`src/rtl/range_parser_pkg.sv`:
```
// Shared definitions for the range_parser front end.
//   - ASCII character constants used by the line parser
//   - parser state enumeration
//   - default widths for parsed numbers and record counters
//   - is_digit(): ASCII digit classifier
package range_parser_pkg;

    localparam int ADDR_W_DEF = 17;
    localparam int CNT_W_DEF  = 16;

    localparam logic [7:0] CH_0    = 8'h30;
    localparam logic [7:0] CH_9    = 8'h39;
    localparam logic [7:0] CH_DASH = 8'h2D;
    localparam logic [7:0] CH_BANG = 8'h21;
    localparam logic [7:0] CH_LF   = 8'h0A;
    localparam logic [7:0] CH_CR   = 8'h0D;

    typedef enum logic [2:0] {
        S_LOW       = 3'd0,
        S_HIGH      = 3'd1,
        S_RANGE_OUT = 3'd2,
        S_ID        = 3'd3,
        S_ID_OUT    = 3'd4,
        S_SKIP      = 3'd5,
        S_DONE      = 3'd6
    } state_e;

    function automatic logic is_digit(input logic [7:0] c);
        return (c >= CH_0) && (c <= CH_9);
    endfunction

endpackage

```
`src/rtl/range_parser_dec_accum.sv`:
```
// Decimal accumulator shared by the low, high and ID fields.
//   clk, rst_n   : clock, asynchronous active-low reset
//   clr_i        : clear value and digit flag (wins over shift_i)
//   shift_i      : acc <= acc*10 + digit_i
//   digit_i      : decimal digit value 0..9
//   acc_o        : current accumulated value
//   nxt_o        : value that a shift of digit_i would produce
//   ovf_o        : that shift would exceed W bits
//   has_digit_o  : at least one digit shifted in since the last clear
module dec_accum
    import range_parser_pkg::*;
#(
    parameter int W = ADDR_W_DEF
) (
    input  logic         clk,
    input  logic         rst_n,
    input  logic         clr_i,
    input  logic         shift_i,
    input  logic [3:0]   digit_i,
    output logic [W-1:0] acc_o,
    output logic [W-1:0] nxt_o,
    output logic         ovf_o,
    output logic         has_digit_o
);

    logic [W-1:0] acc_q;
    logic         has_q;
    logic [W+3:0] ext_s;

    // Four guard bits hold acc*10+9 for any W-bit acc, so overflow is exact.
    assign ext_s       = ({4'd0, acc_q} * (W+4)'(10)) + {{W{1'b0}}, digit_i};
    assign nxt_o       = ext_s[W-1:0];
    assign ovf_o       = |ext_s[W+3:W];
    assign acc_o       = acc_q;
    assign has_digit_o = has_q;

    // Accumulator register: clear has priority over digit shift.
    always_ff @(posedge clk or negedge rst_n) begin
        if (!rst_n) begin
            acc_q <= '0;
            has_q <= 1'b0;
        end else if (clr_i) begin
            acc_q <= '0;
            has_q <= 1'b0;
        end else if (shift_i) begin
            acc_q <= ext_s[W-1:0];
            has_q <= 1'b1;
        end
    end

endmodule

```
`src/rtl/range_parser.sv`:
```
// Byte-serial ASCII parser: "[!]low-high" lines, a blank separator line,
// then ingredient-ID lines. Emits range records and IDs over valid/ready.
//   clk, rst_n                    : clock, asynchronous active-low reset
//   in_valid/in_byte/in_last      : input byte stream, in_ready back-pressure
//   range_valid/low/high/fresh    : range record, accepted with range_ready
//   id_valid/id_addr              : ingredient ID, accepted with id_ready
//   range_count/id_count          : saturating emitted-record counters
//   done/err                      : sticky end-of-input and malformed-line flags
module range_parser
    import range_parser_pkg::*;
#(
    parameter int ADDR_W = ADDR_W_DEF,
    parameter int CNT_W  = CNT_W_DEF
) (
    input  logic              clk,
    input  logic              rst_n,
    input  logic              in_valid,
    input  logic [7:0]        in_byte,
    input  logic              in_last,
    output logic              in_ready,
    output logic              range_valid,
    output logic [ADDR_W-1:0] range_low,
    output logic [ADDR_W-1:0] range_high,
    output logic              range_fresh,
    input  logic              range_ready,
    output logic              id_valid,
    output logic [ADDR_W-1:0] id_addr,
    input  logic              id_ready,
    output logic [CNT_W-1:0]  range_count,
    output logic [CNT_W-1:0]  id_count,
    output logic              done,
    output logic              err
);

    state_e            state_q, state_d;
    logic              in_ready_q, sec_q, bang_q, last_q, done_q, err_q;
    logic [ADDR_W-1:0] low_q;
    logic              range_valid_q, range_fresh_q, id_valid_q;
    logic [ADDR_W-1:0] range_low_q, range_high_q, id_addr_q;
    logic [CNT_W-1:0]  range_count_q, id_count_q;

    logic              accept_s, parse_st_s, eol_s;
    logic              acc_clr_s, acc_shift_s, acc_ovf_s, acc_has_s;
    logic [ADDR_W-1:0] acc_val_s, acc_nxt_s, val_s;
    logic              has_s, bang_d, err_s, to_high_s, skip_s, sep_s;
    logic              emit_rng_s, emit_id_s;

    assign accept_s   = in_valid && in_ready_q;
    assign parse_st_s = (state_q == S_LOW) || (state_q == S_HIGH) || (state_q == S_ID);
    // An in_last byte closes its line exactly as a following '\n' would.
    assign eol_s      = accept_s && ((in_byte == CH_LF) || in_last);

    dec_accum #(.W(ADDR_W)) u_acc (
        .clk        (clk),
        .rst_n      (rst_n),
        .clr_i      (acc_clr_s),
        .shift_i    (acc_shift_s),
        .digit_i    (in_byte[3:0]),   // low nibble of '0'..'9' is the digit value
        .acc_o      (acc_val_s),
        .nxt_o      (acc_nxt_s),
        .ovf_o      (acc_ovf_s),
        .has_digit_o(acc_has_s)
    );

    // Byte decode: first the character itself, then the line terminator
    // (real '\n' or in_last) using the post-character value and digit flag.
    always_comb begin
        state_d     = state_q;
        acc_clr_s   = 1'b0;
        acc_shift_s = 1'b0;
        err_s       = 1'b0;
        bang_d      = bang_q;
        to_high_s   = 1'b0;
        skip_s      = 1'b0;
        sep_s       = 1'b0;
        emit_rng_s  = 1'b0;
        emit_id_s   = 1'b0;
        has_s       = acc_has_s;
        val_s       = acc_val_s;
        if (accept_s) begin
            if (is_digit(in_byte)) begin
                if (parse_st_s && acc_ovf_s) begin
                    err_s  = 1'b1;
                    skip_s = 1'b1;
                end else if (parse_st_s) begin
                    acc_shift_s = 1'b1;
                    has_s       = 1'b1;
                    val_s       = acc_nxt_s;
                end else begin
                    skip_s = 1'b0;
                end
            end else if ((in_byte == CH_LF) || (in_byte == CH_CR)) begin
                skip_s = 1'b0;
            end else if ((state_q == S_LOW) && (in_byte == CH_BANG) && !acc_has_s && !bang_q) begin
                bang_d = 1'b1;
            end else if ((state_q == S_LOW) && (in_byte == CH_DASH) && acc_has_s) begin
                to_high_s = 1'b1;
                acc_clr_s = 1'b1;
            end else if (state_q != S_SKIP) begin
                err_s  = 1'b1;
                skip_s = 1'b1;
            end else begin
                skip_s = 1'b0;
            end

            if (eol_s) begin
                acc_clr_s = 1'b1;
                if (skip_s || (state_q == S_SKIP)) begin
                    state_d = sec_q ? S_ID : S_LOW;
                end else begin
                    case (state_q)
                        S_LOW: begin
                            if (!to_high_s && !has_s && !bang_d) begin
                                sep_s   = 1'b1;
                                state_d = S_ID;
                            end else begin
                                err_s   = 1'b1;
                                state_d = S_LOW;
                            end
                        end
                        S_HIGH: begin
                            if (has_s && (low_q <= val_s)) begin
                                emit_rng_s = 1'b1;
                                state_d    = S_RANGE_OUT;
                            end else begin
                                err_s   = 1'b1;
                                state_d = S_LOW;
                            end
                        end
                        S_ID: begin
                            if (has_s) begin
                                emit_id_s = 1'b1;
                                state_d   = S_ID_OUT;
                            end else begin
                                state_d = S_ID;
                            end
                        end
                        default: state_d = S_LOW;
                    endcase
                end
                bang_d = 1'b0;
                // Nothing left to drain: finish immediately.
                if (in_last && !emit_rng_s && !emit_id_s) begin
                    state_d = S_DONE;
                end else begin
                    bang_d = 1'b0;
                end
            end else if (skip_s) begin
                state_d = S_SKIP;
            end else if (to_high_s) begin
                state_d = S_HIGH;
            end else begin
                state_d = state_q;
            end
        end else begin
            case (state_q)
                S_RANGE_OUT: begin
                    if (range_valid_q && range_ready) begin
                        state_d = last_q ? S_DONE : S_LOW;
                    end else begin
                        state_d = S_RANGE_OUT;
                    end
                end
                S_ID_OUT: begin
                    if (id_valid_q && id_ready) begin
                        state_d = last_q ? S_DONE : S_ID;
                    end else begin
                        state_d = S_ID_OUT;
                    end
                end
                default: state_d = state_q;
            endcase
        end
    end

    // Parser state, output records, handshakes and sticky flags.
    always_ff @(posedge clk or negedge rst_n) begin
        if (!rst_n) begin
            state_q       <= S_LOW;
            in_ready_q    <= 1'b0;
            sec_q         <= 1'b0;
            bang_q        <= 1'b0;
            last_q        <= 1'b0;
            low_q         <= '0;
            done_q        <= 1'b0;
            err_q         <= 1'b0;
            range_valid_q <= 1'b0;
            range_low_q   <= '0;
            range_high_q  <= '0;
            range_fresh_q <= 1'b0;
            id_valid_q    <= 1'b0;
            id_addr_q     <= '0;
            range_count_q <= '0;
            id_count_q    <= '0;
        end else begin
            state_q    <= state_d;
            in_ready_q <= (state_d == S_LOW) || (state_d == S_HIGH) ||
                          (state_d == S_ID)  || (state_d == S_SKIP);
            if (state_d == S_DONE) done_q <= 1'b1;
            if (err_s)             err_q  <= 1'b1;
            if (sep_s)             sec_q  <= 1'b1;
            if (to_high_s)         low_q  <= acc_val_s;
            if (accept_s) begin
                bang_q <= bang_d;
                last_q <= in_last;
            end
            if (emit_rng_s) begin
                range_valid_q <= 1'b1;
                range_low_q   <= low_q;
                range_high_q  <= val_s;
                range_fresh_q <= ~bang_q;
            end else if (range_valid_q && range_ready) begin
                range_valid_q <= 1'b0;
                if (range_count_q != {CNT_W{1'b1}}) range_count_q <= range_count_q + {{(CNT_W-1){1'b0}}, 1'b1};
            end
            if (emit_id_s) begin
                id_valid_q <= 1'b1;
                id_addr_q  <= val_s;
            end else if (id_valid_q && id_ready) begin
                id_valid_q <= 1'b0;
                if (id_count_q != {CNT_W{1'b1}}) id_count_q <= id_count_q + {{(CNT_W-1){1'b0}}, 1'b1};
            end
        end
    end

    assign in_ready    = in_ready_q;
    assign range_valid = range_valid_q;
    assign range_low   = range_low_q;
    assign range_high  = range_high_q;
    assign range_fresh = range_fresh_q;
    assign id_valid    = id_valid_q;
    assign id_addr     = id_addr_q;
    assign range_count = range_count_q;
    assign id_count    = id_count_q;
    assign done        = done_q;
    assign err         = err_q;

endmodule

```
`config.mk`:
```
export PLATFORM = sky130hd
export DESIGN_NAME = range_parser
export DESIGN_NICKNAME = d
export VERILOG_FILES = /design/src/rtl/range_parser_pkg.sv /design/src/rtl/range_parser_dec_accum.sv /design/src/rtl/range_parser.sv
export SDC_FILE = /design/constraint.sdc
export NUM_CORES = 1
export LEC_CHECK = 0
export ABC_AREA = 1
export CAP_MARGIN = 10
export CORE_MARGIN = 1
export CORE_UTILIZATION = 61
export DETAILED_ROUTE_END_ITERATION = 8
export PLACE_DENSITY = 0.92
export SETUP_SLACK_MARGIN = 0.3
export SYNTH_ARGS = -nofsm -noshare
export SYNTH_HDL_FRONTEND = slang
export SYNTH_HIERARCHICAL = 1
export SYNTH_SLANG_ARGS = --single-unit
```
`constraint.sdc`:
```
create_clock -name clk -period 9.25 [get_ports clk]
set_clock_uncertainty 0.1 [all_clocks]
set_input_delay 1.85 -clock clk [delete_from_list [all_inputs] [get_ports clk]]
set_output_delay 1.85 -clock clk [all_outputs]
set_load 0.005 [all_outputs]
```
==> impl_results.md, run 1 <==
* Unrepaired setup endpoints after global routing: false
* Sequential cell area at 0.00325 mm2
* Area delta synth->final at 20.4%
* Largest net degree at the start of global routing at 71
* Total GRT Usage at 0.324
* Slew @ Worst Pin at 1.21 ns
* # port buffers at 102
* HP Start: bang_q
* Final WL at 22,400 um
* Status: finished clean
* RePlAce Congestion at 0.933
* Clock Path Buffers at 2
* CP Class: primary input to flip-flop
* Async SR Flop Fraction at 1.00
* Worst-case reg-to-reg path depth at 28
* Synth cell types at 47
* Hold WS at 0.358 ns
* Mean Syn Cell Area at 7.55 um2
* Leakage at 5.37 nW
* Drt pass-1 iters at 6
* Worst-path fanout max at 55
* RR Endpoint: range_high[8]
* Starting Density at 0.634
* Achievable Freq at 146 MHz
* R2R setup slack at 3.28 ns
* Final Max Slew Viols at 0
* Hold Crit Class: flip-flop to flip-flop
* Synth Register Bits at 130
* Met3 WL at 1610 um
* Rows at 42
* Syn Nets at 1,192
* Clk Latency, worst-skew pair at 0.42 ns
* IO Count at 103
* Overall die width at 120 um
* Number of global-route vias before repair at 7,767
* Hold path cells at 1
* Startpoint types: primary input
* Number of synthesis warnings at 6
* DPL Wire Length at 16,000 um
* Grt ovf at 0
* Post-layout minimum cycle time at 6.86 ns
* Met2 wire length at 11,100 um
* # fillers at 869
* Area of the multi-input gates at 0.00453 mm2
* Highest routed layer: met4
* DRC violations left at 0
* CP Capture Type: flip-flop
* Cell Area, Synth at 0.00849 mm2
* Nets at 1,293
* Synth top area share at 0.383
* Post-CTS Resized at 0
* Hold_buf cts at 0
* Number of H-tree levels at 4
* Clk root buf: clkbuf_16
* ANT nets after route at 0
* Final setup vio count at 0
* Crit path DAT at 7.03 ns
* # diodes at 0
* Via count at 8,106
* TritonCTS Buffers at 17
* Largest cells by area after synthesis: dfrtp_1 38%, nand2_1 16%, ha_1 7.7%
* CTS clk-pin slew, worst paths at 0.06 ns
* Sum Neg Setup Slack at 0 ns
* Core area at 0.0134 mm2
* Worst stage delay on the critical path at 0.55 ns
* Yosys top cell by area: dfrtp_1
* Required @ worst endpoint at 9.42 ns
* Hold Vio Cnt, Final at 0
* First DRT Iteration DRCs at 779
* Final worst path period share at 0.742
* Reg2Reg Launch Point: u_acc/acc_o[1]
* Seq/Total Area, Yosys at 0.383
* Hold worst-path end: range_fresh
* Relative max-transition margin at 0.190
* Fraction of layout instances using a drive strength above 1 at 0.0946
* Post-CTS setup buffer count at 0
* Die ar. at 0.0144 mm2
* CTS tree: yes
* Die H at 120 um
* Main synth FF type: dfrtp_1
* Highest-delay cell along the critical path: clkdlybuf4s50_1
* Vias per Instance at 5.74
* CTS sink cnt at 130
* Post-detailed-route wirelength per cell at 15.8 um
* EDFF count, synth at 0
* MaxCap Viol Count at 0
* PwrDens at 156 mW/mm2
* Met1 WL at 8950 um
* Worst IR Drop VDD at 0.000130 V
* Worst path most repeated cell: nand2_1
* Mapped Cells at 1,124
* Global-route wire length before repair at 37,000 um
* Initial antenna violation count at 0
registers in the layout, summed over array words and instances, names as in the netlist, 3 cells and up:
name and cells:
u_acc/acc_o 17, low_q 17, range_count 16, range_low 17, id_count 16, range_high 17, state_q 3, id_addr 17
stage by stage:
stage / instance area (um2) / utilization / total power, mW / cells / setup slack [ns]
6_report: 10200 / 0.763 / 1.59 / 1413 / 2.39
5_1_grt: 10200 / 0.763 / 1.65 / 1413 / 2.05
4_1_cts: 10200 / 0.763 / 1.58 / 1413 / 2.48
3_5_place_dp: 9640 / 0.720 / 0.931 / 1382 / 2.12
3_3_place_gp: 9640 / 0.720 / 0.917 / 1382 / 2.39
2_1_floorplan: 8490 / - / 0.837 / 1124 / 3.34
final cells by class:
cell class                      instances  area share
Clock buffer                           21      0.0460
Tap cell                              176      0.0215
Multi-Input combinational cell        809       0.443
Clock inverter                         10      0.0106
Timing Repair Buffer                  103       0.100
Sequential cell                       130       0.318
Inverter                              164      0.0602
worst max path at each step:
stage | from | slack [ns] | endpoint
after floorplan | in_byte[1] | 3.34 | range_count[11]
after global placement | in_byte[1] | 2.39 | range_high[11]
after detailed placement | in_byte[1] | 2.12 | range_high[11]
after CTS | in_byte[1] | 2.48 | range_high[16]
after global routing | in_byte[1] | 2.05 | range_high[4]
final | in_byte[1] | 2.39 | range_high[8]
layout by cell type, fill, tap and decap left out, types with 5 or more instances in the layout:
cell type | Yosys | final
nand3_4 | 5 | 5
nand3_2 | 8 | 8
clkdlybuf4s50_1 | 0 | 101
nor3_1 | 12 | 12
inv_2 | 13 | 13
o21ai_0 | 85 | 85
nand3_1 | 64 | 64
o21ai_1 | 22 | 22
xnor2_1 | 8 | 8
nor2_1 | 66 | 65
a22o_1 | 5 | 5
nand4_1 | 12 | 12
inv_1 | 151 | 151
clkbuf_16 | 0 | 17
nand2_1 | 353 | 353
dfrtp_1 | 130 | 130
xor2_1 | 25 | 25
nor2_4 | 8 | 8
nand2_2 | 19 | 19
nand2_4 | 6 | 6
ha_1 | 52 | 52
clkinv_2 | 0 | 5
nor2_2 | 6 | 7
a21oi_1 | 19 | 19
cells by family (layout without fill, tap and decap cells):
| logic type | Yosys count | after routing | share of synthesized area |
|---|---|---|---|
| simple gates | 574 | 574 | 0.317 |
| xor+xnor | 34 | 34 | 0.0360 |
| compound gates | 143 | 143 | 0.0917 |
| mux | 4 | 4 | 0.00663 |
| fa+ha+maj | 54 | 54 | 0.0813 |
| buf+inv | 185 | 298 | 0.0840 |
| flops | 130 | 130 | 0.383 |
cells in the mapped netlist (2+ instances only):
library cell    n
buf_2           6
fa_1            2
nand3_4         5
xnor2_1         8
clkbuf_1       13
inv_1         151
nor2_8          3
dfrtp_1       130
o21ai_0        85
xor2_1         25
nand3_1        64
nand3_2         8
nand4_1        12
a22o_1          5
nor2_4          8
mux2_4          3
nor2_2          6
and2_1          2
a21o_1          3
nand3b_1        3
nor3_1         12
o21ai_2         2
inv_2          13
nand2_4         6
nor2_1         66
a21oi_1        19
o21ai_1        22
nand2_1       353
ha_1           52
o21bai_1        2
nand2_2        19
critical path: cells and delay by family:
family          cells  cell delay [ns]
fa+ha+maj           3             0.76
simple gates       19             2.78
buf+inv             3             1.05
compound gates      4             0.52
metal layers:
metal	up-vias	global-route usage
li1	3773	-
met2	446	0.556
met3	80	0.0480
met4	0	0.138
met1	3807	0.405
met5	-	0
power breakdown:
group	total, mW	switching, mW	leakage, nW	internal [mW]
logic	0.316	0.217	3.33	0.0991
clock network	0.658	0.244	0.284	0.414
registers	0.617	0.0266	1.75	0.591
Note: power is estimated with default switching activity, not from simulation.
==> run 2, diff against run 1 <==
Settings changed: CORE_UTILIZATION 61 to 51, PLACE_DENSITY 0.92 to 0.83.
Clock period 9.25 ns to 5.95 ns, I/O delays scaled along.
==> run 2 against run 1 <==
Combinational power up 60%. Register-to-register slack worse by 2.6 ns. Flip-flop and latch count unchanged. Core utilization down 11 points. Sequential share of layout area down 0.87 points. Largest cell class unchanged. Largest power group unchanged.
==> impl_results.md, run 2 (same netlist as run 1, synthesis figures left out) <==
* Post-layout minimum cycle time at 5.30 ns
* Initial antenna violation count at 0 (unchanged)
* Worst setup margin at 0.645 ns (-1.75 ns)
* Vias per Instance at 5.29 (-7.7%)
* Worst path most repeated cell: nor2_8
* Final WL at 21,200 um (-5.5%)
* Inst Count DP at 1,431 (+3.5%)
* Sequential cell area at 0.00325 mm2 (about the same)
* Drt pass-1 iters at 8 (+2)
* Rows at 46 (+9.5%)
* Total GRT Usage at 0.256 (-0.0681)
* Starting Density at 0.529 (-0.105)
* Commonest cells after routing, fill and taps aside: 353 x nand2_1, 151 x inv_1, 129 x dfrtp_1
* Required @ worst endpoint at 6.15 ns (-3.27 ns)
* CTS tree: yes
* ANT nets after route at 0 (unchanged)
* Clk Latency, worst-skew pair at 0.41 ns (about the same)
* Worst slack, placed at -0.00164 ns (-2.13 ns)
* Core area at 0.0161 mm2 (+20%)
* Grt ovf at 0 (unchanged)
* RR Endpoint: range_count[1]
* Leakage at 5.47 nW (+2.0%)
* Final Max Slew Viols at 0 (unchanged)
* Final setup vio count at 0 (unchanged)
* Number of global-route vias before repair at 7,188 (-7.5%)
* Reg2Reg Launch Point: u_acc/acc_o[1]
* Slew @ Worst Pin at 1.13 ns (-0.0852 ns)
* CP Capture Type: flip-flop
* PwrDens at 245 mW/mm2 (+58%)
* Worst IR Drop VDD at 0.000170 V (+31%)
* CP Class: flip-flop to flip-flop
* Die ar. at 0.0172 mm2 (+19%)
* Hold path cells at 2 (+1)
* HP Start: range_low[9]
* Most common cell after layout, fill and taps aside: nand2_1
* Post-detailed-route wirelength per cell at 14.5 um (-8.8%)
* Highest-delay cell along the critical path: fa_1
* First DRT Iteration DRCs at 688 (-12%)
* Global-route wire length before repair at 34,400 um (-7.2%)
* # diodes at 0 (unchanged)
* Crit path DAT at 5.50 ns (-1.53 ns)
* Via count at 7,750 (-4.4%)
* CTS sink cnt at 130 (unchanged)
* MaxCap Viol Count at 0 (unchanged)
* Area of the multi-input gates at 0.00462 mm2 (+2.1%)
* Hold Vio Cnt, Final at 0 (unchanged)
* # fillers at 1,248 (+44%)
* Sum Neg Setup Slack at 0 ns (unchanged)
* Worst-path fanout max at 14 (-75%)
* Hold worst-path end: range_low[9]
* Clk root buf: clkbuf_16
* Final worst path period share at 0.892
* DRC violations left at 0 (unchanged)
* Post-CTS setup buffer count at 0 (unchanged)
* Relative max-transition margin at 0.245 (+0.0556)
* Overall die width at 131 um (+9.2%)
* Number of H-tree levels at 4 (unchanged)
* Startpoint types: flip-flop
* Hold Crit Class: flip-flop to flip-flop
* Final std cells w/o fill at 1,464 (+3.6%)
* Unrepaired setup endpoints after global routing: false
* Nets at 1,303 (+0.77%)
* Achievable Freq at 189 MHz
* Largest net degree at the start of global routing at 68 (-4.2%)
* Die H at 131 um (+9.2%)
* Worst-case reg-to-reg path depth at 28 (unchanged)
* Status: finished clean
* Clock Path Buffers at 2 (unchanged)
* DPL Wire Length at 15,400 um (-3.7%)
* R2R setup slack at 0.65 ns (-2.63 ns)
* CTS clk-pin slew, worst paths at 0.06 ns (about the same)
* IO Count at 103 (unchanged)
* Worst stage delay on the critical path at 0.46 ns (-0.09 ns)
* Area delta synth->final at 23.8%
* RePlAce Congestion at 0.979 (+4.9%)
* Setup crit start: u_acc/acc_o[1]
* Fraction of layout instances using a drive strength above 1 at 0.112 (+0.0176)
* # port buffers at 102 (unchanged)
* TritonCTS Buffers at 17 (unchanged)
==> run 2: worst max path at each step <==
stage	end	cells past startpoint	slack [ns]
2_1_floorplan	range_count[11]	30	0.70
5_1_grt	range_count[1]	31	0.27
6_report	range_count[1]	28	0.65
3_3_place_gp	range_count[1]	29	0.11
4_1_cts	range_count[1]	29	0.39
3_5_place_dp	range_count[1]	29	-0.002
==> run 2: what timing repair did <==
item | 4_1_cts | 5_1_grt
hold buffers | 0 | 0
resized for setup | 0 | 22
setup endpoints to repair | 0 | 51
==> run 2: routing by layer <==
layer  GRT usage  vias to the layer above  part of all wire
met2       0.418                      260              0.47
met3      0.0513                       34             0.058
met5           0                        -                 0
met4      0.0656                        0             0.014
li1            -                     3807                 -
met1       0.347                     3649              0.46
==> run 2: critical path, delay by kind of cell (launching register included) <==
family                   cells  cell delay, ns
AO/OA/AOI/OAI                3            0.42
flip-flops                   1            0.45
buffers and inverters        2            0.14
adder cells (fa/ha/maj)      4            1.30
AND/OR/NAND/NOR             18            2.41
multiplexers                 1            0.35
==> run 2: stage by stage <==
| step | power, mW | hold slack [ns] | util | instance area [um2] |
|---|---|---|---|---|
| 2_1_floorplan | 1.30 | 0.327 | - | 8490 |
| 3_3_place_gp | 1.44 | 0.348 | 0.609 | 9770 |
| 3_5_place_dp | 1.45 | 0.362 | 0.609 | 9770 |
| 4_1_cts | 2.55 | 0.378 | 0.648 | 10400 |
| 5_1_grt | 2.69 | 0.398 | 0.655 | 10500 |
| 6_report | 2.58 | 0.370 | 0.655 | 10500 |
==> run 2: cell type report <==
| type | instances | area share |
|---|---|---|
| tap | 216 | 0.0257 |
| multi-input combinational | 810 | 0.440 |
| inverter | 164 | 0.0586 |
| timing repair buffer | 112 | 0.106 |
| clock inverter | 12 | 0.0170 |
| sequential | 130 | 0.310 |
| clock buffer | 20 | 0.0434 |
==> run 2: power by group <==
part / internal [mW] / leakage, nW / total [mW] / switching, mW
clock network: 0.725 / 0.303 / 1.11 / 0.387
registers: 0.918 / 1.75 / 0.960 / 0.0415
logic: 0.167 / 3.42 / 0.507 / 0.339
==> run 3, diff against run 2 <==
Settings changed: CORE_UTILIZATION 51 to 53, CTS_BUF_LIST set to sky130_fd_sc_hd__clkbuf_2, PLACE_DENSITY 0.83 to 0.86, TNS_END_PERCENT set to 20.
==> run 3 against run 2 <==
Global-route usage hardly changed. Non-clock buffer count grew 4. Total power down 22%. Worst setup slack worse by 0.073 ns. Via count increased by 0.10%. First-iteration DRC count shrank 17%. Sequential share of layout area up 1.3 points. Register-to-register slack got worse by 0.04 ns. Final cell count about the same. Cell area down 4.0%. Combinational power grew 2%.
==> impl_results.md, run 3 (same netlist as run 1, synthesis figures left out) <==
* Status: finished clean
* Grt ovf at 0 (unchanged)
* Clk Latency, worst-skew pair at 0.71 ns (+0.30 ns)
* R2R setup slack at 0.61 ns (-0.04 ns)
* Final worst path period share at 0.904 (+0.0123)
* TritonCTS Buffers at 17 (unchanged)
* Drt pass-1 iters at 8 (unchanged)
* Worst setup margin at 0.572 ns (-0.0730 ns)
* DP Area at 0.00977 mm2 (about the same)
* Global-route wire length before repair at 33,600 um (-2.2%)
* Commonest cells after routing, fill and taps aside: 353 x nand2_1, 151 x inv_1, 128 x dfrtp_1
* # port buffers at 102 (unchanged)
* Final setup vio count at 0 (unchanged)
* CP Class: primary input to flip-flop
* Slew @ Worst Pin at 1.09 ns (-0.0408 ns)
* DRC violations left at 0 (unchanged)
* RePlAce Congestion at 0.933 (-4.6%)
* Inst Count DP at 1,426 (-0.35%)
* PwrDens at 200 mW/mm2 (-19%)
* Final std cells w/o fill at 1,463 (-0.068%)
* Starting Density at 0.550 (+0.0216)
* Unrepaired setup endpoints after global routing: false
* Hold_buf cts at 0 (unchanged)
* Achievable Freq at 186 MHz (-1.4%)
* CTS sink cnt at 130 (unchanged)
* Highest-delay cell along the critical path: clkdlybuf4s50_1
* Worst-case reg-to-reg path depth at 28 (unchanged)
* Overall die width at 129 um (-1.9%)
* Leakage at 5.29 nW (-3.3%)
* Core area at 0.0154 mm2 (-3.9%)
* Clk root buf: clkbuf_2
* Number of H-tree levels at 4 (unchanged)
* Rows at 45 (-2.2%)
* Worst-path fanout max at 15 (+1)
* Sum Neg Setup Slack at 0 ns (unchanged)
* Hold path cells at 2 (unchanged)
* First DRT Iteration DRCs at 574 (-17%)
* Clock Path Buffers at 2 (unchanged)
* Worst path most repeated cell: nand2_1
* Final WL at 20,700 um (-2.3%)
* Nets at 1,307 (+0.31%)
* CTS clk-pin slew, worst paths at 0.18 ns (+0.12 ns)
* Hold Vio Cnt, Final at 0 (unchanged)
* Worst slack, placed at -0.105 ns (-0.103 ns)
* Via count at 7,758 (+0.10%)
* Fraction of layout instances using a drive strength above 1 at 0.110 (-0.00267)
* Die H at 129 um (-1.9%)
* Startpoint types: primary input
* Worst stage delay on the critical path at 0.53 ns (+0.07 ns)
* Final Max Slew Viols at 0 (unchanged)
* Post-layout minimum cycle time at 5.38 ns (+0.0730 ns)
* CP Capture Type: flip-flop
* ANT nets after route at 0 (unchanged)
* Most common cell after layout, fill and taps aside: nand2_1
* Required @ worst endpoint at 6.46 ns (+0.31 ns)
* Total GRT Usage at 0.256 (-0.000265)
* Hold Crit Class: flip-flop to flip-flop
* Largest net degree at the start of global routing at 87 (+28%)
* DPL Wire Length at 15,900 um (+3.2%)
* Initial antenna violation count at 1 (+1)
* Relative max-transition margin at 0.273 (+0.0272)
* Die ar. at 0.0165 mm2 (-3.7%)
* MaxCap Viol Count at 0 (unchanged)
* Final instance area at 0.0101 mm2 (-4.0%)
* Hold WS at 0.398 ns (+0.0286 ns)
* Vias per Instance at 5.30 (+0.17%)
* CTS tree: yes
* Area delta synth->final at 18.9%
* Crit path DAT at 5.88 ns (+0.38 ns)
* IO Count at 103 (unchanged)
* Post-detailed-route wirelength per cell at 14.1 um (-2.2%)
* Worst IR Drop VDD at 0.000154 V (-9.4%)
* Number of global-route vias before repair at 7,164 (-0.33%)
[run 3: area by class of cell]
| class | count | area, um2 |
|---|---|---|
| Fill cell | 1333 | 5330 |
| Multi-Input combinational cell | 810 | 4590 |
| Sequential cell | 130 | 3260 |
| Clock inverter | 12 | 134 |
| Antenna cell | 1 | 2.50 |
| Tap cell | 211 | 264 |
| Clock buffer | 19 | 95.1 |
| Inverter | 164 | 616 |
| Timing Repair Buffer | 116 | 1140 |
[run 3: critical path: cells and delay by family]
family	cells	cell delay, ns
AO/OA/AOI/OAI	3	0.43
adder cells (fa/ha/maj)	3	0.73
multiplexers	1	0.35
buffers and inverters	2	0.61
AND/OR/NAND/NOR	20	2.58
[run 3: timing repair]
item	4_1_cts	5_1_grt
setup buffers	0	4
resized for setup	0	11
setup endpoints to repair	0	53
[run 3: worst paths after layout]
path | start | endpoint
min in group asynchronous | rst_n | low_q[11]
max in group asynchronous | rst_n | range_valid
setup / recovery | in_byte[1] | range_count[1]
hold reg to reg | range_low[2] | range_low[2]
hold / removal | range_low[2] | range_low[2]
setup reg to reg | u_acc/acc_o[1] | range_count[1]
[run 3: metal layers]
| layer | share of wire | wire length (um) | track usage |
|---|---|---|---|
| met5 | 0 | 0 | 0 |
| met3 | 0.057 | 1170 | 0.0432 |
| met1 | 0.46 | 9540 | 0.347 |
| met2 | 0.46 | 9460 | 0.407 |
| met4 | 0.025 | 508 | 0.104 |
[run 3: through the flow]
stage                      util  power [mW]
final                     0.654        2.01
after global placement    0.633        1.43
after global routing      0.654        2.11
after floorplan               -        1.30
after detailed placement  0.633        1.45
after CTS                 0.648        1.98
[run 3: power breakdown]
group          switching (mW)  internal, mW  leakage [nW]
clock                   0.338         0.194         0.131
combinational           0.348         0.171          3.42
sequential             0.0444         0.918          1.75
